[config.mk]
export PLATFORM = sky130hd
export DESIGN_NAME = fetch_sequencer
export DESIGN_NICKNAME = d
export VERILOG_FILES = /design/src/rtl/fetch_sequencer.sv
export SDC_FILE = /design/constraint.sdc
export NUM_CORES = 1
export LEC_CHECK = 0
export ABC_AREA = 1
export CORE_MARGIN = 1.5
export CORE_UTILIZATION = 45
export DETAILED_ROUTE_END_ITERATION = 12
export PLACE_DENSITY = 0.74
export SYNTH_ARGS = -nofsm -noshare
export SYNTH_HDL_FRONTEND = slang
export SYNTH_SLANG_ARGS = --single-unit
[constraint.sdc]
create_clock -name CLK -period 4.45 [get_ports CLK]
set_clock_uncertainty 0.05 [all_clocks]
set_input_delay 1.335 -clock CLK [delete_from_list [all_inputs] [get_ports CLK]]
set_output_delay 1.335 -clock CLK [all_outputs]
set_load 0.01 [all_outputs]
[src/rtl/fetch_sequencer.sv]
// Instruction fetch/control sequencer: steps an external TTL-style pc, fetches and decodes store words,
// offers data ops to the execute unit and resolves JMP/JRP/CMP/STP itself. Optional macro: SINGLE_STEP_EN.
module fetch_sequencer #(
  parameter int WORD_WIDTH    = 32,
  parameter int ADDR_WIDTH    = 5,
  parameter int OP_LSB        = 13,
  parameter int SETTLE_CYCLES = 2
) (
  input  logic                  CLK,
  input  logic                  RESET_n,
  input  logic                  RUN,
`ifdef SINGLE_STEP_EN
  input  logic                  STEP,
`endif
  input  logic [WORD_WIDTH-1:0] PC_Q,
  output logic                  PC_OE_n,
  output logic                  PC_LOAD_n,
  output logic [WORD_WIDTH-1:0] PC_A,
  output logic                  PC_CLK,
  output logic [ADDR_WIDTH-1:0] MEM_ADDR,
  output logic                  MEM_RD,
  input  logic                  MEM_ACK,
  input  logic [WORD_WIDTH-1:0] MEM_DATA,
  input  logic                  ACC_NEG,
  output logic                  EXEC_VALID,
  output logic [2:0]            EXEC_OP,
  output logic [ADDR_WIDTH-1:0] EXEC_ADDR,
  input  logic                  EXEC_DONE,
  output logic                  HALTED
);

  localparam int CW = (SETTLE_CYCLES > 1) ? $clog2(SETTLE_CYCLES) : 1;

  localparam logic [2:0] OP_JMP = 3'b000;
  localparam logic [2:0] OP_JRP = 3'b001;
  localparam logic [2:0] OP_LDN = 3'b010;
  localparam logic [2:0] OP_STO = 3'b011;
  localparam logic [2:0] OP_SUB = 3'b100;
  localparam logic [2:0] OP_SUBA = 3'b101;
  localparam logic [2:0] OP_CMP = 3'b110;
  localparam logic [2:0] OP_STP = 3'b111;

  typedef enum logic [3:0] {
    S_IDLE, S_INC, S_READPC, S_FETCH, S_DECODE, S_EXEC,
    S_OPFETCH, S_LOAD, S_LOADCLK, S_SKIP, S_HALT
  } state_t;

  state_t                state, next_state;
  logic [CW-1:0]         settle_cnt;
  logic                  settle_last;
  logic [WORD_WIDTH-1:0] ci_reg;
  logic [2:0]            ir_op;
  logic [ADDR_WIDTH-1:0] ir_addr;
  logic                  run_seen_low;
  logic                  mem_ack;
  logic                  step_ok;

  assign settle_last = (settle_cnt == CW'(SETTLE_CYCLES - 1));
  // An acknowledge only counts while a read is actually outstanding.
  assign mem_ack     = MEM_ACK & MEM_RD;

`ifdef SINGLE_STEP_EN
  logic step_q, step_pend;

  always_ff @(posedge CLK) begin
    if (!RESET_n) begin
      step_q    <= 1'b0;
      step_pend <= 1'b0;
    end else begin
      step_q <= STEP;
      if (STEP && !step_q)
        step_pend <= 1'b1;
      else if (state == S_IDLE && next_state == S_INC)
        step_pend <= 1'b0;
    end
  end

  assign step_ok = step_pend;
`else
  assign step_ok = 1'b1;
`endif

  // NOTE: next_state gets its default before the case so every path assigns it and no latch is inferred.
  always_comb begin
    next_state = state;
    unique case (state)
      S_IDLE:    if (RUN && step_ok) next_state = S_INC;
      S_INC:     next_state = S_READPC;
      S_READPC:  if (settle_last) next_state = S_FETCH;
      S_FETCH:   if (mem_ack) next_state = S_DECODE;
      S_DECODE: begin
        unique case (ir_op)
          OP_LDN, OP_STO, OP_SUB, OP_SUBA: next_state = S_EXEC;
          OP_JMP, OP_JRP:                  next_state = S_OPFETCH;
          OP_CMP:                          next_state = ACC_NEG ? S_SKIP : S_IDLE;
          OP_STP:                          next_state = S_HALT;
          default:                         next_state = S_IDLE;
        endcase
      end
      S_EXEC:    if (EXEC_DONE) next_state = S_IDLE;
      S_OPFETCH: if (mem_ack) next_state = S_LOAD;
      S_LOAD:    next_state = S_LOADCLK;
      S_LOADCLK: next_state = S_IDLE;
      S_SKIP:    next_state = S_IDLE;
      S_HALT:    if (run_seen_low && RUN) next_state = S_IDLE;
      default:   next_state = S_IDLE;
    endcase
  end

  // Outputs are registered from next_state so every strobe leaves a flop glitch-free.
  // NOTE: all state and registered outputs use non-blocking assignments so flops update together.
  always_ff @(posedge CLK) begin
    if (!RESET_n) begin
      state        <= S_IDLE;
      PC_OE_n      <= 1'b1;
      PC_LOAD_n    <= 1'b1;
      PC_CLK       <= 1'b0;
      PC_A         <= '0;
      MEM_ADDR     <= '0;
      MEM_RD       <= 1'b0;
      EXEC_VALID   <= 1'b0;
      EXEC_OP      <= '0;
      EXEC_ADDR    <= '0;
      HALTED       <= 1'b0;
      settle_cnt   <= '0;
      ci_reg       <= '0;
      ir_op        <= '0;
      ir_addr      <= '0;
      run_seen_low <= 1'b0;
    end else begin
      state        <= next_state;
      PC_CLK       <= (next_state inside {S_INC, S_LOADCLK, S_SKIP});
      PC_OE_n      <= (next_state != S_READPC);
      PC_LOAD_n    <= !(next_state inside {S_LOAD, S_LOADCLK});
      MEM_RD       <= (next_state inside {S_FETCH, S_OPFETCH});
      EXEC_VALID   <= (next_state == S_EXEC);
      HALTED       <= (next_state == S_HALT);
      settle_cnt   <= (state == S_READPC) ? settle_cnt + 1'b1 : '0;
      run_seen_low <= (state == S_HALT) && (run_seen_low || !RUN);

      // Only the low address bits select a store line; upper pc bits are kept for JRP arithmetic.
      if (state == S_READPC && settle_last) begin
        ci_reg   <= PC_Q;
        MEM_ADDR <= PC_Q[ADDR_WIDTH-1:0];
      end

      if (state == S_FETCH && mem_ack) begin
        ir_op   <= MEM_DATA[OP_LSB+2:OP_LSB];
        ir_addr <= MEM_DATA[ADDR_WIDTH-1:0];
      end

      if (state == S_DECODE && next_state == S_EXEC) begin
        EXEC_OP   <= ir_op;
        EXEC_ADDR <= ir_addr;
      end

      if (state == S_DECODE && next_state == S_OPFETCH)
        MEM_ADDR <= ir_addr;

      if (state == S_OPFETCH && mem_ack)
        PC_A <= (ir_op == OP_JRP) ? ci_reg + MEM_DATA : MEM_DATA;
    end
  end

endmodule
### Word level (Yosys, flattened, before mapping)

Index checks and enable logic that the tools add are counted.

* register bits after elaboration: 97
* bits of input ports: 70
* output and inout bits: 51
* logic and storage cells: 74

* $add $sub $neg: 2
* equal/unequal tests: 24
* muxes and demuxes: 12
* bitwise gates (word level): 1
* reductions and logical operators: 19

Operators by type and width (count)
* $pmux W4 S9: 1
* $add A32 B32 Y32: 1
* $mux W32: 1
* $eq A4 B3 Y1 const B: 7
* $mux W4: 7
* $eq A4 B4 Y1 const B: 4
* $pmux W4 S4: 1
* $eq A3 B3 Y1 const B: 4
* $eq A4 B2 Y1 const B: 3
* $mux W5: 2
* $eq A4 B1 Y1 const B: 2
* $logic_and A1 B1 Y1: 7
* $eq A3 B2 Y1 const B: 2
* $reduce_bool A2 Y1: 3
* $logic_not A4 Y1: 1
* $ne A4 B2 Y1 const B: 1
* $reduce_or A4 Y1: 1
* $eq A3 B1 Y1 const B: 1
* $logic_not A3 Y1: 1
* $reduce_bool A3 Y1: 1
* $logic_not A1 Y1: 2
* $reduce_and A2 Y1: 1
* $reduce_or A2 Y1: 1
* $add A1 B1 Y1 const B: 1
* other kinds (2): 2

### Depth between registers and ports, before layout

* depth in word-level cells: 7
* mapped depth: 15
* depth with buffers taken out: 15

### Least setup slack after synthesis

Ideal clock, no wire load.

* path type: input to register
* from: input port MEM_DATA[0]
* to: register PC_A[16]
* library setup time: 0.132 ns
* arrival time: 2.703 ns
* required time: 4.268 ns
* setup slack: 1.565 ns
* stages: 13
* buffers on the path: 0
* path through: ha_1 inv_1 fa_1 inv_1 nand3_1 nand3_1 nand2_1 nand2_1 nand3_1 nand3_1 nand2_1 o21bai_1 a21oi_1

* cells in the longest elaborated chain, start to end: 2

RTL lines
* start, declared: RTL line 23 `input logic [WORD_WIDTH-1:0] MEM_DATA,`
* $add A32 B32 Y32: RTL line 161 `PC_A <= (ir_op == OP_JRP) ? ci_reg + MEM_DATA : MEM_DATA;`
* $mux W32: RTL line 161
* end signal, assigned: RTL line 161
* end, declared: RTL line 18 `output logic [WORD_WIDTH-1:0] PC_A,`

No other way between the ends.
A chain may end at the register's enable or synchronous reset.

### Worst setup path after layout

Same ends and word-level chain as after synthesis.

==> summary.md <==
| Metric | Value |
|---|---|
| Fmax | 0.292 GHz |
| Synthesized cell area | 6340 um2 |
| Placeable Area | 13800 um2 |
| Slew margin rel. | 24.4% |
| Crit. End Element | flip-flop |
| GRT Overall Usage | 27.0% |
| CP max FO | 3 |
| Worst-path clk slew | 0.07 ns |
| Avg Inst Size Synth | 6.15 um2 |
| Overall Power | 1.91 mW |
| Worst path max stage delay | 0.52 ns |
| Pins Over Slew Limit | 0 |
| Initial core utilization | 45.8% |
| Die H | 122 um |
| DP HPWL | 14500 um |
| FF-to-FF Start | ci_reg[0] |
| Worst min-delay path class | flip-flop to flip-flop |
| Worst EP required | 4.64 ns |
| Ant diodes | 0 |
| Layout Cells excl Fill | 1323 |
| R2R depth | 13 |
| Row cnt | 43 |
| Sequential share of power | 46.1% |
| Die footprint | 14800 um2 |
| RSZ-0062 raised after global routing | no |
| Nets@finish | 1242 |
| Max cap viols | 0 |
| Synthesized instance count | 1031 |
| Setup bufs post-CTS | 0 |
| Vias in the first global route | 6353 |
| Met2 Wirelength | 8410 um |
| H-tree depth | 3 |
| P_int | 1.38 mW |
| Arrival @ worst endpoint | 3.62 ns |
| Clk pwr share | 41.9% |
| Most frequent cells in the layout | nand2_1, inv_1, clkdlybuf4s50_1 |
| Min cycle time layout | 3.43 ns |
| Root Driver | clkbuf_16 |
| Critical path launch point type | input pin |
| Switching part of the total | 27.7% |
| CP most frequent cell | nand3_1 |
| Final setup fails | 0 |
| Global-route wire length before repair | 31200 um |
| Hold_sp | settle_cnt |
| Final worst setup slack | 1.02 ns |
| Crit path buf inv count | 3 |
| WL/cell | 14.5 um |
| Synthesis Warnings | 0 |
| Filler cell count | 1365 |
| I/O pins | 121 |
| Total negative slack | 0 ns |
| Net switching power | 530 uW |
| Placed Instances | 1307 |
| CTS Hold Bufs | 0 |
| Die Wd | 122 um |
| Crit-path leading delay family | simple AND/OR/NAND/NOR gates |
| Met1 WL | 9450 um |
| Largest net degree at the start of global routing | 51 |
| Initial antenna violation count | 0 |
| Logic pwr share | 12.1% |
| Leakage | 3.76 nW |
| Yosys reg bits | 97 |
| Starting DRT DRC Count | 459 |
| Initial DRT Pass Iterations | 5 |
| Vias per cell | 5.10 |
| FF-to-FF setup slack | 2.18 ns |
| Final period util | 77.1% |
| # port buffers | 120 |
| Critical path's slowest cell | clkdlybuf4s50_1 |
| DRC | 0 |
| Status | complete, no violations |
| Clock sinks | 97 |
| Critical path cell sequence | clkdlybuf4s50_1 -> ha_1 -> inv_1 -> fa_1 -> inv_1 -> nand3_1 -> nand3_1 -> nand2_1 -> nand2_1 -> nand3_1 -> nand3_1 -> nand2_1 -> o21bai_1 -> a21oi_1 |
| Share of layout cells above drive strength 1 | 4.99% |
| Sequential element share of the synthesized area | 30.6% |
| CTS tree | yes |
| Total congestion overflow | 0 |
| Peak supply drop | 204 uV |
| DRT Wirelength | 19200 um |
| Metal3 WL | 1070 um |
| Resize count post-CTS | 0 |
| Vias | 6741 |
| Pre-CTS setup slack | 0.695 ns |
| Syn_nets | 1135 |
| Final hold vios | 0 |
| Number of buffers created by CTS | 9 |
| Detail Route Antenna Nets | 0 |
| Distinct cell type count of the synthesized netlist | 40 |
| Max layer used | met4 |
| Layout area overhead | 26.0% |
| Hold EP | settle_cnt |
| Least-Margin Pin Slew | 1.13 ns |
| Commonest non-fill, non-tap cell in the layout | nand2_1 |
| Hold Path Depth | 1 |
| Final hold slack | 0.370 ns |
| Latest clock arrival within the worst-skew pair | 0.36 ns |
| FF-to-FF End | PC_A[16] |
| Setup CP Type | input pin to flip-flop |
| PwrDens | 239 nW/um2 |
| Maximum root-to-sink buffer count | 2 |
| Final GP Congestion | 0.958 |
-- power by group through the flow --
stage	clock network, mW	registers [mW]	logic [mW]
2_1_floorplan	0	0.901	0.120
3_3_place_gp	0	0.901	0.225
3_5_place_dp	0	0.901	0.227
4_1_cts	0.809	0.881	0.229
5_1_grt	0.845	0.882	0.254
6_report	0.800	0.881	0.230
-- how the worst max path moves through the flow --
| stage | from | end | slack (ns) | cells past startpoint |
|---|---|---|---|---|
| floorplan | MEM_DATA[0] | PC_A[16] | 1.57 | 13 |
| global placement | MEM_DATA[0] | PC_A[16] | 0.71 | 14 |
| detailed placement | MEM_DATA[0] | PC_A[16] | 0.70 | 14 |
| CTS | MEM_DATA[0] | PC_A[16] | 1.07 | 14 |
| global route | MEM_DATA[0] | PC_A[16] | 0.82 | 14 |
| finish | MEM_DATA[0] | PC_A[16] | 1.02 | 14 |
-- logic make-up after synthesis --
kind of cell	synth area share (%)
compound gates	13.4
xor+xnor	1.38
fa+ha+maj	6.83
buf+inv	11.2
flops	30.6
simple gates	36.6
-- per-layer routing --
layer | global-route usage [%] | vias to the layer above
li1 | - | 3445
met4 | 7.57 | 0
met3 | 3.00 | 22
met2 | 42.3 | 197
met5 | 0 | -
met1 | 39.1 | 3077
-- synth_stat cells (all sizes together) --
cell / count / share of area [%]
nand2: 375 / 22
inv: 149 / 8.9
a21oi: 99 / 7.8
dfxtp: 97 / 31
nor2: 87 / 5.6
nand3: 61 / 5.6
o21ai: 37 / 2.9
ha: 33 / 6.5
clkbuf: 18 / 1.1
o21a: 13 / 1.5
buf: 11 / 0.99
nor3: 10 / 1.1
or2: 9 / 0.89
xor2: 6 / 0.83
nand4: 5 / 0.59
o21bai: 5 / 0.59
xnor2: 4 / 0.55
a21o: 2 / 0.24
a31oi: 2 / 0.20
clkinv: 2 / 0.20
and2: 1 / 0.099
and3: 1 / 0.099
fa: 1 / 0.32
nand3b: 1 / 0.12
nor4: 1 / 0.099
o211ai: 1 / 0.12
-- through the flow --
stage	area, um2	utilization [%]
after floorplan	6340	-
after global placement	7680	55.5
after detailed placement	7680	55.5
after CTS	7990	57.8
after global routing	7990	57.8
final	7990	57.8
-- final cells by class --
cell class / instances / area, um2 / share of cell area (%)
inverter: 151 / 577 / 7.22
multi-input combinational: 754 / 3690 / 46.3
sequential: 97 / 1940 / 24.3
tap: 180 / 225 / 2.82
timing repair buffer: 125 / 1240 / 15.5
clock inverter: 7 / 83.8 / 1.05
clock buffer: 9 / 225 / 2.82
(Power assumes the default switching activity.)
